**config.mk**
```make
export PLATFORM = sky130hd
export DESIGN_NAME = status_reg
export DESIGN_NICKNAME = d
export VERILOG_FILES = /design/src/rtl/hmc6502_pkg.sv /design/src/rtl/branch_cond.sv /design/src/rtl/status_reg.sv
export SDC_FILE = /design/constraint.sdc
export NUM_CORES = 1
export LEC_CHECK = 0
export BUFFER_PORTS_ARGS = -buffer_cell sky130_fd_sc_hd__buf_2
export CORE_MARGIN = 2
export CORE_UTILIZATION = 35
export CTS_CLUSTER_DIAMETER = 80
export DETAILED_ROUTE_END_ITERATION = 16
export PLACE_DENSITY = 0.8
export SLEW_MARGIN = 5
export SYNTH_ARGS = -nofsm -noshare
export SYNTH_HDL_FRONTEND = slang
export SYNTH_HIERARCHICAL = 1
export SYNTH_SLANG_ARGS = --single-unit
```
**constraint.sdc**
```tcl
create_clock -name clk -period 2.5 [get_ports clk]
set_clock_uncertainty 0.15 [all_clocks]
set_input_delay 0.25 -clock clk [delete_from_list [all_inputs] [get_ports clk]]
set_output_delay 0.25 -clock clk [all_outputs]
set_load 0.005 [all_outputs]
```
**src/rtl/hmc6502_pkg.sv**
```systemverilog
// hmc6502_pkg
//   Shared constants for the 6502 core: processor-status bit positions,
//   the reset value of P, the branch-condition flag-select encodings and a
//   small helper that applies the hard-wired P bits.
//
//   Optional build macro used by this block: HMC6502_DECIMAL_EN
//   (see status_reg.sv).

package hmc6502_pkg;

    // P bit positions, {N,V,U,B,D,I,Z,C}
    localparam int FLAG_C = 0;
    localparam int FLAG_Z = 1;
    localparam int FLAG_I = 2;
    localparam int FLAG_D = 3;
    localparam int FLAG_B = 4;
    localparam int FLAG_U = 5;
    localparam int FLAG_V = 6;
    localparam int FLAG_N = 7;

    // P after reset: I=1, U=1, B=1, everything else clear
    localparam logic [7:0] P_RESET = 8'h34;

    // Bits 5 (U) and 4 (B) have no storage and always read as 1
    localparam logic [7:0] P_FIXED_ONES = 8'h30;

    // Bits that ALU results may write: N, V, Z, C
    localparam logic [7:0] ALU_WRITABLE = 8'hC3;

    // Bits that set/clear instructions and bus loads may write
    localparam logic [7:0] SC_WRITABLE = 8'hCF;

    // Branch flag select = opcode[7:6]; opcode[5] is the value to compare
    localparam logic [1:0] COND_SEL_N = 2'b00;
    localparam logic [1:0] COND_SEL_V = 2'b01;
    localparam logic [1:0] COND_SEL_C = 2'b10;
    localparam logic [1:0] COND_SEL_Z = 2'b11;

    // Full branch encodings, opcode[7:5]
    localparam logic [2:0] COND_BPL = 3'b000;
    localparam logic [2:0] COND_BMI = 3'b001;
    localparam logic [2:0] COND_BVC = 3'b010;
    localparam logic [2:0] COND_BVS = 3'b011;
    localparam logic [2:0] COND_BCC = 3'b100;
    localparam logic [2:0] COND_BCS = 3'b101;
    localparam logic [2:0] COND_BNE = 3'b110;
    localparam logic [2:0] COND_BEQ = 3'b111;

    // Apply the hard-wired U/B bits to a candidate P value
    function automatic logic [7:0] p_fix(input logic [7:0] p);
        return p | P_FIXED_ONES;
    endfunction

endpackage : hmc6502_pkg

```
**src/rtl/branch_cond.sv**
```systemverilog
// branch_cond
//   Pure combinational 6502 branch-condition evaluator. Selects one flag
//   with cond[2:1] and compares it against cond[0]. Kept separate so the
//   branch-prediction path can instantiate the same logic.
//
// Ports
//   flag_n  in  1  P.N
//   flag_v  in  1  P.V
//   flag_c  in  1  P.C
//   flag_z  in  1  P.Z
//   cond    in  3  opcode[7:5]
//   taken   out 1  1 when the branch condition holds

module branch_cond
    import hmc6502_pkg::*;
(
    input  logic       flag_n,
    input  logic       flag_v,
    input  logic       flag_c,
    input  logic       flag_z,
    input  logic [2:0] cond,
    output logic       taken
);

    logic sel_flag;

    always_comb begin
        sel_flag = flag_n;
        unique case (cond[2:1])
            COND_SEL_N: sel_flag = flag_n;
            COND_SEL_V: sel_flag = flag_v;
            COND_SEL_C: sel_flag = flag_c;
            COND_SEL_Z: sel_flag = flag_z;
            default:    sel_flag = flag_n;
        endcase
    end

    assign taken = (sel_flag == cond[0]);

endmodule : branch_cond

```
**src/rtl/status_reg.sv**
```systemverilog
// status_reg
//   6502 processor status register (P). Captures ALU flag results under a
//   per-flag write mask, handles PLP/RTI loads from the data bus and
//   SEC/CLC-style set/clear writes, feeds C and D back to the ALU, evaluates
//   the branch condition and keeps the instruction-delayed IRQ mask.
//
//   Build option: HMC6502_DECIMAL_EN
//     defined   : bcd_to_alu follows P.D
//     undefined : bcd_to_alu is tied 0; P.D is still stored so that a
//                 PLP/PHP round trip returns the pushed value.
//
// Ports
//   clk           in   1  system clock, rising edge
//   reset         in   1  synchronous, active-high
//   alu_zero      in   1  ALU Z result
//   alu_neg       in   1  ALU N result
//   alu_ovf       in   1  ALU V result
//   alu_cout      in   1  ALU carry out
//   alu_we        in   8  per-flag ALU write enable (only bits 7,6,1,0 act)
//   bus_load      in   1  load P from db_in (PLP/RTI)
//   db_in         in   8  data bus value for bus_load
//   sc_we         in   8  per-flag set/clear enable (bits 5,4 ignored)
//   sc_val        in   1  value written by sc_we
//   sync          in   1  opcode-fetch strobe
//   brk_push      in   1  B value in the pushed image
//   cond          in   3  branch select, opcode[7:5]
//   p_q           out  8  current P {N,V,1,B,D,I,Z,C}
//   p_push        out  8  image for stack push
//   c_to_alu      out  1  P.C
//   bcd_to_alu    out  1  P.D (when decimal mode is built in)
//   irq_mask      out  1  I as sampled at the last sync
//   branch_taken  out  1  branch condition for the current P

module status_reg
    import hmc6502_pkg::*;
#(
    parameter logic [7:0] RESET_P = P_RESET
)
(
    input  logic       clk,
    input  logic       reset,
    input  logic       alu_zero,
    input  logic       alu_neg,
    input  logic       alu_ovf,
    input  logic       alu_cout,
    input  logic [7:0] alu_we,
    input  logic       bus_load,
    input  logic [7:0] db_in,
    input  logic [7:0] sc_we,
    input  logic       sc_val,
    input  logic       sync,
    input  logic       brk_push,
    input  logic [2:0] cond,
    output logic [7:0] p_q,
    output logic [7:0] p_push,
    output logic       c_to_alu,
    output logic       bcd_to_alu,
    output logic       irq_mask,
    output logic       branch_taken
);

    logic [7:0] p_reg;
    logic [7:0] p_next;
    logic       irq_mask_reg;

    logic [7:0] alu_vec;
    logic [7:0] alu_mask;
    logic [7:0] sc_mask;

    // Enable bits with no effect are folded away here
    logic unused_we;
    assign unused_we = ^{alu_we[5:2], sc_we[5:4]};

    // ALU results laid out in P bit order; bits without an ALU source are 0
    always_comb begin
        alu_vec         = 8'h00;
        alu_vec[FLAG_N] = alu_neg;
        alu_vec[FLAG_V] = alu_ovf;
        alu_vec[FLAG_Z] = alu_zero;
        alu_vec[FLAG_C] = alu_cout;
    end

    assign alu_mask = alu_we & ALU_WRITABLE;
    assign sc_mask  = sc_we  & SC_WRITABLE;

    // Per bit: bus_load > set/clear > ALU > hold. Reset is applied in the
    // register itself so it overrides every write source.
    always_comb begin
        p_next = p_reg;
        if (bus_load) begin
            p_next = db_in;
        end else begin
            p_next = (sc_mask & {8{sc_val}})
                   | (~sc_mask & alu_mask & alu_vec)
                   | (~sc_mask & ~alu_mask & p_reg);
        end
        p_next = p_fix(p_next);
    end

    always_ff @(posedge clk) begin
        if (reset) begin
            p_reg <= p_fix(RESET_P);
        end else begin
            p_reg <= p_next;
        end
    end

    // Sampling the registered I (not p_next) gives the one-instruction
    // delay after CLI/SEI/PLP: a write landing on a sync cycle is only
    // seen at the following sync.
    always_ff @(posedge clk) begin
        if (reset) begin
            irq_mask_reg <= 1'b1;
        end else if (sync) begin
            irq_mask_reg <= p_reg[FLAG_I];
        end
    end

    assign p_q      = p_reg;
    assign irq_mask = irq_mask_reg;
    assign c_to_alu = p_reg[FLAG_C];

    always_comb begin
        p_push         = p_reg;
        p_push[FLAG_U] = 1'b1;
        p_push[FLAG_B] = brk_push;
    end

`ifdef HMC6502_DECIMAL_EN
    assign bcd_to_alu = p_reg[FLAG_D];
`else
    assign bcd_to_alu = 1'b0;
`endif

    branch_cond u_branch_cond (
        .flag_n (p_reg[FLAG_N]),
        .flag_v (p_reg[FLAG_V]),
        .flag_c (p_reg[FLAG_C]),
        .flag_z (p_reg[FLAG_Z]),
        .cond   (cond),
        .taken  (branch_taken)
    );

endmodule : status_reg

```
==> reports/results.ini, run 1 <==
[outcome]
outcome=completed

[sta]
rsz0062_at_grt=no
hold_violations=0
report.final.slew_viol_count=0
setup_viol=0
fin_setup_tns_ps=0
period_minus_slack_ps=1700
fmaxAchievable_mhz=588
post-route-period-util=0.681

[critical_path]
arrival_ps=1300
endpoint_kind=output pin
crit_required_ps=2100
crit_path_start_kind=register
critPathKind=reg -> out
critical-path-max-stage-delay_ps=470
crit_path_cell_trace=mux4_2, xnor2_1, buf_2
cp_max_fo=5
path_buf_inv=1
crit_path_top_delay_cell=mux4_2
crit_family=multiplexers

[global_routing]
grtUsageMet2=0.218
grt_pass1_wl_um=1690
antenna_found_initial=0
busiest_layer=met2
overflow=0
grt_pass1_vias=435
met1_usage=0.117
grt_start_max_net_pins=17
grt.met3_usage=0.0511
grt_usage=0.126

[logic_synthesis]
ys_seq_area_frac=0.265
synthTopCellsByArea=dfxtp_1, buf_4, mux2i_1, or4bb_1, o221ai_2
synth.top_cell.area_share=0.265
yosysUniqueCellTypes=21
ys_ff_latch=7
synth.largest_area_cell=dfxtp_1
synth_cells=55
syn_area_per_cell_um2=9.60
yosys_warnings=6
synth_area_um2=528

[clock_network]
cts_root_buf=clkbuf_4
cts_setup_buffers=0
cts_tree=done
cts.sinks=7
cts_made_buffers=3
ctsResizeCount=0
path_clk_slew_ps=50
hold_buffers=0
clock_latency_ps=250
htreeDepth=1
clock_path_buffers=2

[power_and_ir_drop]
power.leakage_nw=0.359
peakVddDrop_mv=0.197
power_density_nw_per_um2=448

[routing]
drc=0
wl_per_cell_um=10.3
drt_iter0_drc=0
via_per_inst=4.73
num_vias=497
firstDrtPassIters=1
ant_nets=0
wl_um=1080

[layout]
nNetsFinal=127
regArea_um2=140
drive_above_1_share=0.551
n_fill_cell=151
final_common_cell=buf_2
multi_input_area_um2=285
layout_common_cells=buf_2, dfxtp_1, mux2i_1
synthToLayoutAreaGrowth_pct=29.9
stdcell_count=105
num_antenna_cells=0

[die]
initial_core_util=0.363
fp-row-count=14
die_x_um=42.8
ios=57
die-height_um=42.8
design.core.area_um2=1450
fp.dieArea_um2=1840

[job]
drv_cap=0

[place]
dp.cells=101
finalWeightedCongestion=0.647
place.port_buffers=42
hpwl_um=872

[worst_hold_path]
hold_class=in -> reg

## synthesized netlist by cell type (all sizes together)
library cell / instances
nand2: 4
dfxtp: 7
o221ai: 4
or4bb: 4
nor2: 1
conb: 2
or3: 4
nor2b: 2
xnor2: 1
a211oi: 1
a211o: 1
buf: 14
nor3b: 1
a21oi: 1
inv: 1
mux4: 1
mux2i: 6
## cell type report
| class | count | share of cell area |
|---|---|---|
| Timing Repair Buffer | 42 | 0.307 |
| Clock buffer | 4 | 0.0383 |
| Multi-Input combinational cell | 35 | 0.416 |
| Sequential cell | 7 | 0.204 |
| Tap cell | 16 | 0.0292 |
| Inverter | 1 | 0.00547 |
## per-stage QoR
step | area [um^2] | hold slack (ps) | power (mW) | util | setup WS [ps]
after floorplan | 536 | 222 | 0.184 | - | 1140
after global placement | 659 | 323 | 0.209 | 0.454 | 1010
after detailed placement | 659 | 327 | 0.211 | 0.454 | 1010
after CTS | 686 | 63.1 | 0.316 | 0.472 | 776
after global routing | 686 | 78.5 | 0.330 | 0.472 | 740
final | 686 | 70.5 | 0.307 | 0.472 | 798
## power breakdown
part | leakage, nW | total, mW | internal, mW | switching (mW)
combinational | 0.286 | 0.0801 | 0.0470 | 0.0332
sequential | 0.0582 | 0.127 | 0.120 | 0.00659
clock | 0.0150 | 0.0998 | 0.0608 | 0.0390
total | 0.359 | 0.307 | 0.228 | 0.0788
## final timing paths
kind	from	endpoint	slack, ps	cells after the start
max	p_q[0]	branch_taken	800	3
min	sync	irq_mask	70	2
max reg2reg	irq_mask	irq_mask	1610	2
min reg2reg	register	irq_mask	360	1
## per-layer routing
layer	routed length, um	up-vias
met2	500	27
met4	0	0
li1	-	254
met5	0	-
met1	425	216
met3	154	0
## cell families (layout without fill, tap and decap cells)
logic type / count (synthesis) / in the layout / share of synthesized area
flip-flops: 7 / 7 / 0.265
AND/OR/NAND/NOR: 16 / 16 / 0.209
other: 2 / 4 / 0.0142
multiplexers: 7 / 7 / 0.156
XOR/XNOR: 1 / 1 / 0.0166
AO/OA/AOI/OAI: 7 / 7 / 0.130
buffers and inverters: 15 / 47 / 0.209
Note: power is estimated with default switching activity, not from simulation.
==> run 2, diff against run 1 <==
--- a/config.mk
+++ b/config.mk
@@ -6,11 +6,12 @@
 export NUM_CORES = 1
 export LEC_CHECK = 0
 export BUFFER_PORTS_ARGS = -buffer_cell sky130_fd_sc_hd__buf_2
+export CORE_ASPECT_RATIO = 0.8
 export CORE_MARGIN = 2
-export CORE_UTILIZATION = 35
+export CORE_UTILIZATION = 30
 export CTS_CLUSTER_DIAMETER = 80
 export DETAILED_ROUTE_END_ITERATION = 16
-export PLACE_DENSITY = 0.8
+export PLACE_DENSITY = 0.73
 export SLEW_MARGIN = 5
 export SYNTH_ARGS = -nofsm -noshare
 export SYNTH_HDL_FRONTEND = slang
==> constraint.sdc (replaced) <==
create_clock -name clk -period 1.5 [get_ports clk]
set_clock_uncertainty 0.15 [all_clocks]
set_input_delay 0.15 -clock clk [delete_from_list [all_inputs] [get_ports clk]]
set_output_delay 0.15 -clock clk [all_outputs]
set_load 0.005 [all_outputs]
==> run 2 against run 1 <==
The flow now finishes with violations (negative setup slack). Sequential cell count did not move. Largest power group unchanged. Wire length grew 19%. Utilization decreased by 1.7 points. Power rose by 76%. Sequential share of layout area shrank 1.2 points. Final area rose by 8.9%. Critical endpoint unchanged. Largest cell class unchanged. Critical path depth unchanged. Clock-buffer cell count unchanged. Via count rose by 6.4%. Non-clock buffer count grew 6. Die area grew 15%.
==> reports/results.ini, run 2 (same netlist as run 1, synthesis figures left out) <==
[power_and_ir_drop]
pwr-share-comb=0.289  ; +0.028
swShare=0.268  ; +0.0109
sequentialPowerShare=0.389  ; -0.025
p_int_mw=0.395  ; +73%
peakVddDrop_mv=0.274  ; +39%
p_sw_mw=0.144  ; +83%
power.leakage_nw=0.389  ; +8.3%
power_frac_clock=0.322  ; -0.003
power_density_nw_per_um2=722  ; +61%

[die]
die_x_um=50.9  ; +19%
die-height_um=41.5  ; -3.1%
fp-row-count=13  ; -1
initial_core_util=0.321  ; -0.0418
design.core.area_um2=1640  ; +13%
ios=57  ; unchanged
fp.dieArea_um2=2110  ; +15%

[routing]
firstDrtPassIters=2  ; +1
via_per_inst=4.52  ; -4.5%
drt_iter0_drc=4  ; +4
ant_nets=0  ; unchanged
drc=0  ; unchanged
wl_um=1290  ; +19%
num_vias=529  ; +6.4%
wl_per_cell_um=11.0  ; +7.0%

[critical_path]
cp_max_fo=2  ; -3
arrival_ps=1280  ; -20 ps
path_buf_inv=1  ; unchanged
crit_path_start_kind=register
crit_family=multiplexers
critical-path-max-stage-delay_ps=470  ; about the same
crit_path_top_delay_cell=mux4_2
crit_required_ps=1200  ; -900 ps
endpoint_kind=output pin
critPathKind=reg -> out
crit_path_cell_trace=mux4_2, xnor2_1, buf_2

[layout]
drive_above_1_share=0.589  ; +0.0389
utilization=0.455  ; -0.0169
num_antenna_cells=0  ; unchanged
layout_common_cells=buf_2, mux2i_1
nNetsFinal=133  ; +4.7%
synthToLayoutAreaGrowth_pct=41.5
final_common_cell=buf_2
stdcell_count=117  ; +11%

[outcome]
failed_checks=negative setup slack
outcome=complete, but fails checks

[place]
finalWeightedCongestion=0.624  ; -3.5%
hpwl_um=937  ; +7.3%
dp.cells=108  ; +6.9%
place.port_buffers=42  ; unchanged

[clock_network]
cts_tree=done
cts.sinks=7  ; unchanged
cts_root_buf=clkbuf_4
clock_latency_ps=250  ; about the same
cts_made_buffers=3  ; unchanged
htreeDepth=1  ; unchanged
path_clk_slew_ps=50  ; about the same
clock_path_buffers=2  ; unchanged

[sta]
setup_viol=1  ; +1
fin_hold_ws_ps=49.3  ; -21.2 ps
period_minus_slack_ps=1580
fin_ws_ps=-79.8  ; -878 ps
post-route-period-util=1.05
report.final.slew_viol_count=0  ; unchanged
rsz0062_at_grt=yes
fin_setup_tns_ps=-79.8  ; -79.8 ps
hold_violations=0  ; unchanged
fmaxAchievable_mhz=633

[job]
drv_cap=0  ; unchanged

[global_routing]
overflow=0  ; unchanged
grt_start_max_net_pins=17  ; unchanged
grt_pass1_wl_um=2080  ; +23%
antenna_found_initial=0  ; unchanged
grt_pass1_vias=511  ; +17%
grt_usage=0.127  ; +0.000439

[worst_hold_path]
hold_class=in -> reg

==> run 2: power by group through the flow <==
stage	logic (mW)	registers (mW)	clock network, mW
floorplan	0.0894	0.217	0
global placement	0.138	0.214	0
detailed placement	0.142	0.215	0
CTS	0.158	0.210	0.178
global route	0.174	0.212	0.185
finish	0.156	0.210	0.174
==> run 2: worst paths after layout <==
| path | start | end | slack, ps | depth (start not counted) |
|---|---|---|---|---|
| worst max register to register | p_q[1] | p_q[1] | 500 | 3 |
| worst max-delay path | p_q[1] | branch_taken | -80 | 3 |
| worst min register to register | register | irq_mask | 370 | 1 |
| worst min-delay path | db_in[1] | p_q[1] | 50 | 3 |
==> run 2: timing repair <==
action                     CTS  global route
hold buffers                 2             0
pin swaps                    1             1
setup endpoints to repair    1             1
gates resized for setup      3             0
hold endpoints to repair     2             0
setup buffers                3             0
==> run 2: layout make-up <==
type / instances / area, um^2
fillers: 176 / 896
multi-input cells: 35 / 285
repair buffers: 48 / 260
flip-flops and latches: 7 / 144
well taps: 22 / 27.5
clock buffers: 4 / 26.3
inverters: 1 / 3.75
==> run 2: tightest hold or removal path, cell delays in order <==
cell and delay (ps):
buf_2 100, nand2_1 70, o221ai_2 80
==> run 2: metrics by stage <==
stage	setup slack, ps	power [mW]	area [um^2]
finish	-79.8	0.540	747
global route	-146	0.571	747
CTS	-115	0.545	747
detailed placement	155	0.357	674
global placement	159	0.352	674
floorplan	237	0.306	536
==> run 2: per-layer routing <==
layer | global-route usage | part of all wire | up-vias
li1 | - | - | 263
met1 | 0.140 | 0.44 | 234
met2 | 0.226 | 0.45 | 30
met3 | 0.0252 | 0.10 | 2
met4 | 0.0649 | 0.010 | 0
met5 | 0 | 0 | -
